## src/rtl/idle_pattern_ml.sv

```systemverilog
// Idle pattern generator: BS/SR, BF, BF, BS/SR, VB-ID, Mvid, Maud, then dummy fill to PERIOD symbols per pattern.
// All outputs are registered, so the symbols for the state in cycle t appear in cycle t+1.
module idle_pattern_ml #(
  parameter int MAX_LANES   = 4,
  parameter int PERIOD      = 8192,
  parameter int SR_INTERVAL = 512
) (
  input  logic                   clk,
  input  logic                   rst_n,
  input  logic                   sched_idle_en,
  input  logic [2:0]             cfg_lane_count,
  input  logic [7:0]             cfg_mvid,
  input  logic [7:0]             cfg_maud,
  output logic [8*MAX_LANES-1:0] idle_symbols,
  output logic [MAX_LANES-1:0]   idle_control_sym_flag,
  output logic                   idle_activate_en,
  output logic                   idle_pattern_start
);

  localparam int              PCW     = (SR_INTERVAL > 1) ? $clog2(SR_INTERVAL) : 1;
  localparam logic [15:0]     CNT_END = 16'(PERIOD - 1);
  localparam logic [PCW-1:0]  PC_END  = PCW'(SR_INTERVAL - 1);

  typedef enum logic [3:0] {IDLE, BS1, BS2, BS3, BS4, VBID, MVID, MAUD, DUMMY} state_t;

  state_t                 state_q, state_d;
  logic [15:0]            cnt_q, cnt_d;
  logic [PCW-1:0]         pcnt_q, pcnt_d;
  logic                   first_q, first_d;
  logic [2:0]             lanes_q, lanes_d;
  logic [7:0]             mvid_q, mvid_d, maud_q, maud_d;
  logic                   enter_bs1;

  logic [8*MAX_LANES-1:0] sym_q, sym_d;
  logic [MAX_LANES-1:0]   flag_q, flag_d;
  logic                   act_q, act_d, start_q, start_d;
  logic [7:0]             sym;
  logic                   kflag, sr_pat;

  always_comb begin
    state_d   = state_q;
    cnt_d     = cnt_q;
    pcnt_d    = pcnt_q;
    first_d   = first_q;
    lanes_d   = lanes_q;
    mvid_d    = mvid_q;
    maud_d    = maud_q;
    enter_bs1 = 1'b0;
    if (!sched_idle_en) begin
      state_d = IDLE;
      cnt_d   = '0;
      pcnt_d  = '0;
      first_d = 1'b1;
    end else begin
      unique case (state_q)
        IDLE:  begin state_d = BS1; enter_bs1 = 1'b1; end
        BS1:   state_d = BS2;
        BS2:   state_d = BS3;
        BS3:   state_d = BS4;
        BS4:   state_d = VBID;
        VBID:  state_d = MVID;
        MVID:  state_d = MAUD;
        MAUD:  state_d = DUMMY;
        DUMMY: begin
          if (cnt_q == CNT_END) begin
            state_d   = BS1;
            enter_bs1 = 1'b1;
            first_d   = 1'b0;
            pcnt_d    = (pcnt_q == PC_END) ? '0 : pcnt_q + 1'b1;
          end
        end
        default: state_d = IDLE;
      endcase
      cnt_d = enter_bs1 ? 16'd0 : cnt_q + 16'd1;
      // Pattern configuration is frozen at the pattern boundary.
      if (enter_bs1) begin
        lanes_d = (cfg_lane_count == 3'd2 || cfg_lane_count == 3'd4) ? cfg_lane_count : 3'd1;
        mvid_d  = cfg_mvid;
        maud_d  = cfg_maud;
      end
    end
  end

  always_comb begin
    sym     = 8'h00;
    kflag   = 1'b0;
    act_d   = 1'b1;
    start_d = 1'b0;
    sr_pat  = first_q || (pcnt_q == '0);
    unique case (state_q)
      BS1:     begin sym = sr_pat ? 8'h0F : 8'hBC; kflag = 1'b1; act_d = 1'b0; start_d = 1'b1; end
      BS2,
      BS3:     begin sym = 8'hBD; kflag = 1'b1; act_d = 1'b0; end
      BS4:     begin sym = sr_pat ? 8'h0F : 8'hBC; kflag = 1'b1; end
      VBID:    sym = 8'h08;
      MVID:    sym = mvid_q;
      MAUD:    sym = maud_q;
      DUMMY:   act_d = (cnt_q != CNT_END);
      default: ;
    endcase
    sym_d  = '0;
    flag_d = '0;
    for (int l = 0; l < MAX_LANES; l++) begin
      if (3'(l) < lanes_q) begin
        sym_d[8*l +: 8] = sym;
        flag_d[l]       = kflag;
      end
    end
  end

  always_ff @(posedge clk or negedge rst_n) begin
    if (!rst_n) begin
      state_q <= IDLE;
      cnt_q   <= '0;
      pcnt_q  <= '0;
      first_q <= 1'b1;
      lanes_q <= 3'd1;
      mvid_q  <= '0;
      maud_q  <= '0;
      sym_q   <= '0;
      flag_q  <= '0;
      act_q   <= 1'b0;
      start_q <= 1'b0;
    end else begin
      state_q <= state_d;
      cnt_q   <= cnt_d;
      pcnt_q  <= pcnt_d;
      first_q <= first_d;
      lanes_q <= lanes_d;
      mvid_q  <= mvid_d;
      maud_q  <= maud_d;
      sym_q   <= sym_d;
      flag_q  <= flag_d;
      act_q   <= act_d;
      start_q <= start_d;
    end
  end

  assign idle_symbols          = sym_q;
  assign idle_control_sym_flag = flag_q;
  assign idle_activate_en      = act_q;
  assign idle_pattern_start    = start_q;

endmodule

```

## config.mk

```make
export PLATFORM = sky130hd
export DESIGN_NAME = idle_pattern_ml
export DESIGN_NICKNAME = d
export VERILOG_FILES = /design/src/rtl/idle_pattern_ml.sv
export SDC_FILE = /design/constraint.sdc
export NUM_CORES = 1
export LEC_CHECK = 0
export CAP_MARGIN = 15
export CORE_AREA = 8 8 106 108
export DETAILED_ROUTE_END_ITERATION = 8
export DIE_AREA = 0 0 114 116
export MAX_ROUTING_LAYER = met4
export PLACE_DENSITY = 0.65
export SETUP_SLACK_MARGIN = 0.05
export SLEW_MARGIN = 25
export SYNTH_ARGS = -nofsm -noshare
export SYNTH_HDL_FRONTEND = slang
export SYNTH_SLANG_ARGS = --single-unit
```

## constraint.sdc

```tcl
create_clock -name clk -period 3.74 [get_ports clk]
set_input_delay 0.748 -clock clk [delete_from_list [all_inputs] [get_ports clk]]
set_output_delay 0.748 -clock clk [all_outputs]
set_load 0.05 [all_outputs]
```

* Yosys cells after proc, flatten, opt, wreduce, memory -nomap -nowiden
Cells that the tools add are included.
Word-level totals: input bits 22, register bits after elaboration 87, output and inout port bits 38, logic and storage cells 72
Cells by class: order comparisons 4, mux-type cells 29, eq/ne operators 16, reductions and logical operators 10, $add $sub $neg 2
Operators with widths (count):
- 8-bit two-way mux | 5
- 8-bit case mux with 5 select lines | 1
- 9-bit two-way mux | 4
- 4-bit case mux with 9 select lines | 1
- 16-bit two-way mux | 2
- 16-bit by 1-bit adder with 16-bit output (second input constant) | 1
- 16-bit by 13-bit equality test with 1-bit output (second input constant) | 1
- 4-bit by 3-bit equality test with 1-bit output (second input constant) | 4
- 16-bit by 13-bit != test with 1-bit output (second input constant) | 1
- 1-bit two-way mux | 11
- 9-bit by 1-bit adder with 9-bit output (second input constant) | 1
- 9-bit equality test (second input constant) | 1
- 9-bit logical NOT | 1
- 4-bit by 2-bit equality test with 1-bit output (second input constant) | 2
- 4-bit two-way mux | 2
- 1-bit by 3-bit less-than comparator with 1-bit output (first input constant) | 2
- 2-bit by 3-bit less-than comparator with 1-bit output (first input constant) | 2
- 4-bit by 1-bit equality test with 1-bit output (second input constant) | 1
- 4-bit equality test (second input constant) | 1
- 4-bit logical NOT | 1
- 2-bit by 1-bit != test with 1-bit output (second input constant) | 2
- 1-bit case mux with 2 select lines | 2
- 2-bit AND reduction | 2
- 2-bit OR reduction | 2
- other kinds (7) | 8

* Longest topological paths before layout
Gate-level depths: netlist of the first run.
depth in word-level cells 6, depth in mapped cells 7, gate-level depth less buffers 7

* Worst setup path after synthesis of the first run
OpenSTA, ideal clock, no wires.
kind register to register, start register cnt_q[0], end register lanes_q[1], period minus slack after synthesis 1970 ps, setup slack 1770 ps, data required time 3615 ps, arrival time 1845 ps, setup time 125 ps, cell stages (with the launch flop) 8, path buffers 1, cells stage by stage dfrtp_1 > ha_1 > nand3_2 > nor2_2 > nand3_2 > a21oi_4 > buf_8 > mux2_4
On the way: word-level cells in the longest chain between the ends 5
RTL lines:
- start, declared | line 27 | logic [15:0] cnt_q, cnt_d;
- start signal, assigned | line 126 | cnt_q <= cnt_d;
- 16-bit by 13-bit equality test with 1-bit output | line 65 | if (cnt_q == CNT_END) begin
- 1-bit two-way mux | line 65
- 1-bit case mux with 2 select lines | line 55 | unique case (state_q)
- 1-bit two-way mux | line 49 | if (!sched_idle_en) begin
- 2-bit AND reduction (no source line)
- end signal, assigned | line 129 | lanes_q <= lanes_d;
- end, declared | line 30 | logic [2:0] lanes_q, lanes_d;
No other way between the ends. The select of a mux whose other input is x is not followed. A chain may end at the register's enable or synchronous reset.

* Worst setup path after layout of the first run
start register state_q[0], end register pcnt_q[4]
On the way: word-level cells in the longest chain between the ends 3
RTL lines:
- start, declared | line 26 | state_t state_q, state_d;
- start signal, assigned | line 125 | state_q <= state_d;
- 4-bit equality test | line 55
- 2-bit by 1-bit != test with 1-bit output (no source line)
- 2-bit AND reduction (no source line)
- end signal, assigned | line 127 | pcnt_q <= pcnt_d;
- end, declared | line 28 | logic [PCW-1:0] pcnt_q, pcnt_d;
No other way between the ends.

==> results.txt, run 1 <==
XOR/XNOR Fraction of Synth Area: 3.76%
Number of port buffers: 59
Post-synthesis mux area share: 8.57%
Antenna diode count: 0
Total overflow reported by the global router: 0
Synth area leaders: sky130_fd_sc_hd__dfrtp_1, sky130_fd_sc_hd__nor2_1, sky130_fd_sc_hd__mux2_4
Post-route cell area: 4640 um^2
Clock Skew: 11.3 ps
Post-synthesis async set-or-reset flop share: 100%
Number of nets at the end of the flow: 409
Synthesized flop and latch total: 87
Max Cap Violations: 0
R2R Path Start: state_q[0]
TritonCTS clock tree: built
Post-CTS Hold Buffers: 0
Die outline height: 116 um
Peak Freq: 0.430 GHz
Per-cell routed wire length: 14.8 um
Post-synth EDFFs: 0
Netlist cell types: 49
Terminus of the critical flop-to-flop path: pcnt_q[4]
Routed via count: 2510
Proportion of synthesized chip area in sequential cells: 58.5%
Number of standard-cell rows in the floorplan: 36
Critical path required time: 3990 ps
Maximum count of clock buffers along a single path: 2
Total count of max-transition violations in the final report: 0
Combinational family with the most area after synthesis: simple AND/OR/NAND/NOR gates
Overall die area: 13200 um^2
Leakage power: 2.03 nW
Final wirelength: 7700 um
Number of gates resized after CTS: 0
Synth-to-layout area growth: 24.6%
Htree depth: 3
Worst setup slack after placement: 1270 ps
Hold Violations, Final: 0
Number of nets with antenna violations after routing: 0
IO Count: 60
Adder-cell area share of the yosys netlist: 1.34%
TritonCTS Sinks: 87
Starting density of the core: 39.0%
Number of global-route vias before repair: 2476
TritonCTS Buffers: 9
Minimum clock period: 2320 ps
Share of layout cells above drive strength 1: 13.1%
Cell count after synthesis: 322
CP Launch Type: flop
Main flop type after synthesis: sky130_fd_sc_hd__dfrtp_1
Cell depth of the worst flop-to-flop path: 5
Mean instance size in the synthesized netlist: 11.6 um^2
Core region area: 9550 um^2
RSZ-0062 raised after global routing: false
Final setup fails: 0
Simple-gate share of the synthesized area: 18.6%
Worst Hold Class: primary input to async pin
Yosys top cell by area: sky130_fd_sc_hd__dfrtp_1
Clock-pin slew on the worst setup and hold paths: 100 ps
Wire length of the first global-routing pass: 12700 um
Number of synthesis warnings: 0
Later-pin clock latency in the skew report: 360 ps
Routability cong.: 0.775
Share of the clock period used by the worst path: 62.1%
Worst-case register-to-register setup slack: 1420 ps
Peak fanout along the critical path: 16
Data arrival at the endpoint of the critical path: 2570 ps
Iteration-0 DRC count of the detailed router: 98
Worst setup slack after layout: 1420 ps
Post-synth top area share: 57.1%
Pin count of the biggest net entering global routing: 47
Area fraction in compound gates after synthesis: 6.75%
DR vias/cell: 4.82
Syn_nets: 348
Post-CTS setup buffers: 0
Maximum ir drop on the vdd rail: 0.205 mV
Horizontal die dimension: 114 um
Sum of negative setup slack: 0 ps
Critical path start-end classification: flop to flop
Placed Instance Area: 4440 um^2
Worst slew margin relative to its limit: 50.8%
Slew at the pin closest to its max-slew limit: 738 ps
Synthesized cell area: 3720 um^2
DRT Pass-1 Iters: 4
HPWL after detailed placement: 5500 um
Total track usage: 12.5%
Number of antenna violations at the first check in global routing: 0
Drt drc: 0
Run status: finished clean
Power density over cell area: 464 nW/um^2
Clock root buffer master: sky130_fd_sc_hd__clkbuf_8
Kind of end point of the critical path: flop
Yosys cell counts (2+ instances only):
cell / n
sky130_fd_sc_hd__dfrtp_1: 85
sky130_fd_sc_hd__nor2_1: 66
sky130_fd_sc_hd__nand2_1: 22
sky130_fd_sc_hd__mux2_2: 11
sky130_fd_sc_hd__mux2_4: 9
sky130_fd_sc_hd__xnor2_1: 8
sky130_fd_sc_hd__xor2_1: 8
sky130_fd_sc_hd__a21oi_1: 7
sky130_fd_sc_hd__clkbuf_1: 7
sky130_fd_sc_hd__nor3_1: 7
sky130_fd_sc_hd__a32o_1: 6
sky130_fd_sc_hd__and3_1: 6
sky130_fd_sc_hd__and3b_1: 6
sky130_fd_sc_hd__mux2i_1: 6
sky130_fd_sc_hd__o21ai_1: 6
sky130_fd_sc_hd__inv_1: 5
sky130_fd_sc_hd__nand2b_1: 5
sky130_fd_sc_hd__ha_1: 4
sky130_fd_sc_hd__nand3_1: 4
sky130_fd_sc_hd__nor2b_1: 3
sky130_fd_sc_hd__o21a_1: 3
sky130_fd_sc_hd__a21boi_0: 2
sky130_fd_sc_hd__a32oi_1: 2
sky130_fd_sc_hd__and2_1: 2
sky130_fd_sc_hd__and4_1: 2
sky130_fd_sc_hd__buf_6: 2
sky130_fd_sc_hd__dfstp_2: 2
sky130_fd_sc_hd__nand3_2: 2
sky130_fd_sc_hd__nand3b_1: 2
sky130_fd_sc_hd__nand4_1: 2
sky130_fd_sc_hd__o21ai_0: 2
state kept, by name, indices dropped and copies added, names as in the netlist:
signal and count:
mvid_q 8, state_q 4, idle_symbols 32, cnt_q 16, idle_activate_en 1, idle_control_sym_flag 4, lanes_q 3, first_q 1
pcnt_q 9, idle_pattern_start 1, maud_q 8
worst max-delay path, stage by stage, from the launching register on:
cell                      delay [ps]
sky130_fd_sc_hd__dfrtp_1         640
sky130_fd_sc_hd__or3_4           520
sky130_fd_sc_hd__nor4b_4         300
sky130_fd_sc_hd__and2_1          360
sky130_fd_sc_hd__o21ai_1         120
sky130_fd_sc_hd__a32o_1          270
cells by family after synthesis:
family / after synthesis
buffers and inverters: 17
xor gates and xnor gates: 16
AOI/OAI and AO/OA: 34
DFF: 87
and+or+nand+nor: 138
muxes: 26
adders and majority gates: 4
report_power, final:
part | switching, mW | internal [mW]
clock | 0.378 | 0.262
sequential | 0.0497 | 1.02
combinational | 0.267 | 0.170
metal layers:
layer / vias up / track usage [%] / wire (um)
met4: 0 / 5.06 / 107
met5: - / - / 0
met2: 54 / 17.6 / 3400
li1: 1226 / - / -
met1: 1219 / 17.1 / 3880
met3: 11 / 2.61 / 315
final cells by class:
class / instances / area [um^2]
fillers: 870 / 4910
well taps: 133 / 166
flip-flops and latches: 87 / 2180
multi-input cells: 218 / 1460
inverters: 6 / 22.5
clock inverters: 7 / 72.6
clock buffers: 9 / 124
repair buffers: 61 / 616
cells in the final DEF, fill, tap and decap left out, types with 2 or more instances in the layout:
master	synthesis	routed
sky130_fd_sc_hd__dfrtp_1	85	85
sky130_fd_sc_hd__nor2_1	66	66
sky130_fd_sc_hd__clkdlybuf4s50_1	0	58
sky130_fd_sc_hd__nand2_1	22	22
sky130_fd_sc_hd__mux2_2	11	11
sky130_fd_sc_hd__mux2_4	9	9
sky130_fd_sc_hd__clkbuf_8	0	9
sky130_fd_sc_hd__xnor2_1	8	8
sky130_fd_sc_hd__xor2_1	8	8
sky130_fd_sc_hd__a21oi_1	7	7
sky130_fd_sc_hd__nor3_1	7	6
sky130_fd_sc_hd__and3_1	6	6
sky130_fd_sc_hd__mux2i_1	6	6
sky130_fd_sc_hd__o21ai_1	6	6
sky130_fd_sc_hd__and3b_1	6	6
sky130_fd_sc_hd__a32o_1	6	6
sky130_fd_sc_hd__inv_1	5	5
sky130_fd_sc_hd__nand2b_1	5	5
sky130_fd_sc_hd__nand3_1	4	4
sky130_fd_sc_hd__ha_1	4	4
sky130_fd_sc_hd__nor2b_1	3	3
sky130_fd_sc_hd__o21a_1	3	3
sky130_fd_sc_hd__nand3_2	2	2
sky130_fd_sc_hd__nand4_1	2	2
sky130_fd_sc_hd__and4_1	2	2
sky130_fd_sc_hd__o21ai_0	2	2
sky130_fd_sc_hd__and2_1	2	2
sky130_fd_sc_hd__a32oi_1	2	2
sky130_fd_sc_hd__nand3b_1	2	2
sky130_fd_sc_hd__a21boi_0	2	2
sky130_fd_sc_hd__inv_6	0	2
sky130_fd_sc_hd__inv_8	0	2
sky130_fd_sc_hd__dfstp_2	2	2
sky130_fd_sc_hd__buf_4	0	2
stage by stage:
step / std cells / util, % / hold WS (ps) / total power, mW
finish: 521 / 48.6 / 370 / 2.15
global route: 521 / 48.6 / 410 / 2.25
CTS: 521 / 48.6 / 386 / 2.17
detailed placement: 505 / 46.5 / 455 / 1.53
global placement: 504 / 46.3 / 446 / 1.52
floorplan: 322 / - / 439 / 1.37
worst max-delay path by stage:
stage / startpoint / end / slack [ps] / cells past startpoint
floorplan: cnt_q[0] / lanes_q[1] / 1770 / 7
global placement: sched_idle_en / mvid_q[0] / 1270 / 4
detailed placement: sched_idle_en / maud_q[1] / 1270 / 4
CTS: cnt_q[0] / maud_q[0] / 1410 / 6
global route: cnt_q[0] / maud_q[5] / 1280 / 6
finish: state_q[0] / pcnt_q[4] / 1420 / 5
No activity file was read; power rests on OpenSTA's default activity.
==> inputs of run 2 (changes only) <==
clock period = 2.15 ns   (was 3.74 ns; I/O delays follow)
==> run 2 against run 1 <==
  * Via count up 1.4%
  * Sequential power rose by 73%
  * Clock skew grew 4.3 ps
  * Clock power is 73% higher
  * Sequential share of layout area decreased by 0.98 points
  * Global-route usage fell by 0.16 points
  * Worst setup slack lost 1300 ps
  * Combinational power up 82%
  * Clock-buffer cell count unchanged
  * Maximum frequency up 15%
  * Die area unchanged
  * Utilization is 1.0 points higher
==> results.txt, run 2 (synthesized netlist as in run 1, its figures left out) <==
Later-pin clock latency in the skew report: 370 ps
Die outline height: 116 um
HPWL after detailed placement: 5600 um
Power density over cell area: 793 nW/um^2
IO Count: 60
Overall die area: 13200 um^2
Commonest cells after routing, fill and taps aside: sky130_fd_sc_hd__dfrtp_1, sky130_fd_sc_hd__nor2_1, sky130_fd_sc_hd__clkdlybuf4s50_1
Wire length of the first global-routing pass: 12500 um
Number of port buffers: 59
Peak Freq: 0.494 GHz
Data arrival at the endpoint of the critical path: 2310 ps
Iteration-0 DRC count of the detailed router: 97
Overall Power: 3.75 mW
Run status: finished clean
Number of gates resized after CTS: 0
Synth-to-layout area growth: 27.2%
Share of layout cells above drive strength 1: 16.0%
Clock root buffer master: sky130_fd_sc_hd__clkbuf_8
Starting density of the core: 39.0%
Maximum ir drop on the vdd rail: 0.362 mV
Routed via count: 2546
Maximum count of clock buffers along a single path: 2
Final wirelength: 7600 um
Routability cong.: 0.800
Most frequent standard cell in the layout excluding fill and tap cells: sky130_fd_sc_hd__dfrtp_1
Post-CTS setup buffers: 0
Number of nets at the end of the flow: 420
Kind of end point of the critical path: flop
Total track usage: 12.3%
Slew at the pin closest to its max-slew limit: 691 ps
TritonCTS clock tree: built
Antenna diode count: 0
Final setup fails: 0
Post-CTS Hold Buffers: 0
Pin count of the biggest net entering global routing: 41
Core region area: 9550 um^2
Peak fanout along the critical path: 5
RSZ-0062 raised after global routing: false
TritonCTS Buffers: 9
Number of nets with antenna violations after routing: 0
Number of standard-cell rows in the floorplan: 36
Worst slew margin relative to its limit: 53.8%
Drt drc: 0
Number of antenna violations at the first check in global routing: 0
Sum of negative setup slack: 0 ps
Max FFs per register: 32
DRT Pass-1 Iters: 5
Minimum clock period: 2020 ps
Worst-case register-to-register setup slack: 130 ps
DR vias/cell: 4.79
Per-cell routed wire length: 14.3 um
Number of global-route vias before repair: 2527
Worst Hold Class: primary input to async pin
Clock Skew: 15.6 ps
Total overflow reported by the global router: 0
Leakage power: 2.09 nW
TritonCTS Sinks: 87
CP Launch Type: flop
Critical path required time: 2430 ps
Critical path start-end classification: flop to flop
Total count of max-transition violations in the final report: 0
Horizontal die dimension: 114 um
Max Cap Violations: 0
Clock-pin slew on the worst setup and hold paths: 110 ps
Share of the clock period used by the worst path: 94.1%
Htree depth: 3
Hold Violations, Final: 0
[run 2: cell types whose count changed in the layout (fill, tap and decap cells not counted), sizes merged]
cell | previous run | this run
buf | 3 | 14
[run 2: critical path, cell delays in order (launching register included)]
cell and delay (ps):
sky130_fd_sc_hd__dfrtp_1 420, sky130_fd_sc_hd__ha_1 230, sky130_fd_sc_hd__and3_1 210, sky130_fd_sc_hd__and3_1 200
sky130_fd_sc_hd__and3_1 190, sky130_fd_sc_hd__ha_1 220, sky130_fd_sc_hd__or3_1 350, sky130_fd_sc_hd__a21boi_1 130
[run 2: final cells by class]
type | count | area [um^2]
Sequential cell | 87 | 2180
Clock buffer | 9 | 124
Inverter | 6 | 22.5
Timing Repair Buffer | 72 | 711
Multi-Input combinational cell | 218 | 1460
Tap cell | 133 | 166
Clock inverter | 7 | 72.6
Fill cell | 894 | 4810
[run 2: per-stage QoR]
stage | setup slack [ps] | hold slack [ps] | instance area [um^2] | utilization, % | instances
2_1_floorplan | 180 | 134 | 3720 | - | 322
3_3_place_gp | 111 | 432 | 4530 | 47.5 | 516
3_5_place_dp | 90.9 | 437 | 4530 | 47.5 | 516
4_1_cts | 66.4 | 25.9 | 4730 | 49.5 | 532
5_1_grt | 42.9 | 45.9 | 4740 | 49.6 | 532
6_report | 128 | 13.6 | 4740 | 49.6 | 532
[run 2: worst paths after layout]
kind                       startpoint               end  depth (start not counted)
min reg2reg                   first_q           first_q                          2
max in group asynchronous       rst_n           first_q                          2
max reg2reg                 pcnt_q[0]         pcnt_q[0]                          7
min in group clk              first_q           first_q                          2
min                             rst_n  idle_symbols[15]                          1
max                         pcnt_q[0]         pcnt_q[0]                          7
[run 2: power by group]
group,switching [mW],internal (mW)
registers,0.0669,1.78
logic,0.483,0.314
clock network,0.654,0.456
total,1.20,2.55
[run 2: metal layers]
metal | GRT usage [%] | share of wire (%) | wire [um]
met1 | 16.2 | 50 | 3780
met2 | 17.7 | 44 | 3380
met3 | 2.40 | 4.0 | 304
met4 | 6.39 | 1.7 | 131
met5 | - | 0 | 0
==> inputs of run 3 (changes only) <==
CAP_MARGIN = unset   (was 15)
CTS_CLUSTER_DIAMETER = 100   (was unset)
==> results of run 3 <==
Same layout as run 2: the final DEF is identical, and so are final timing and power.
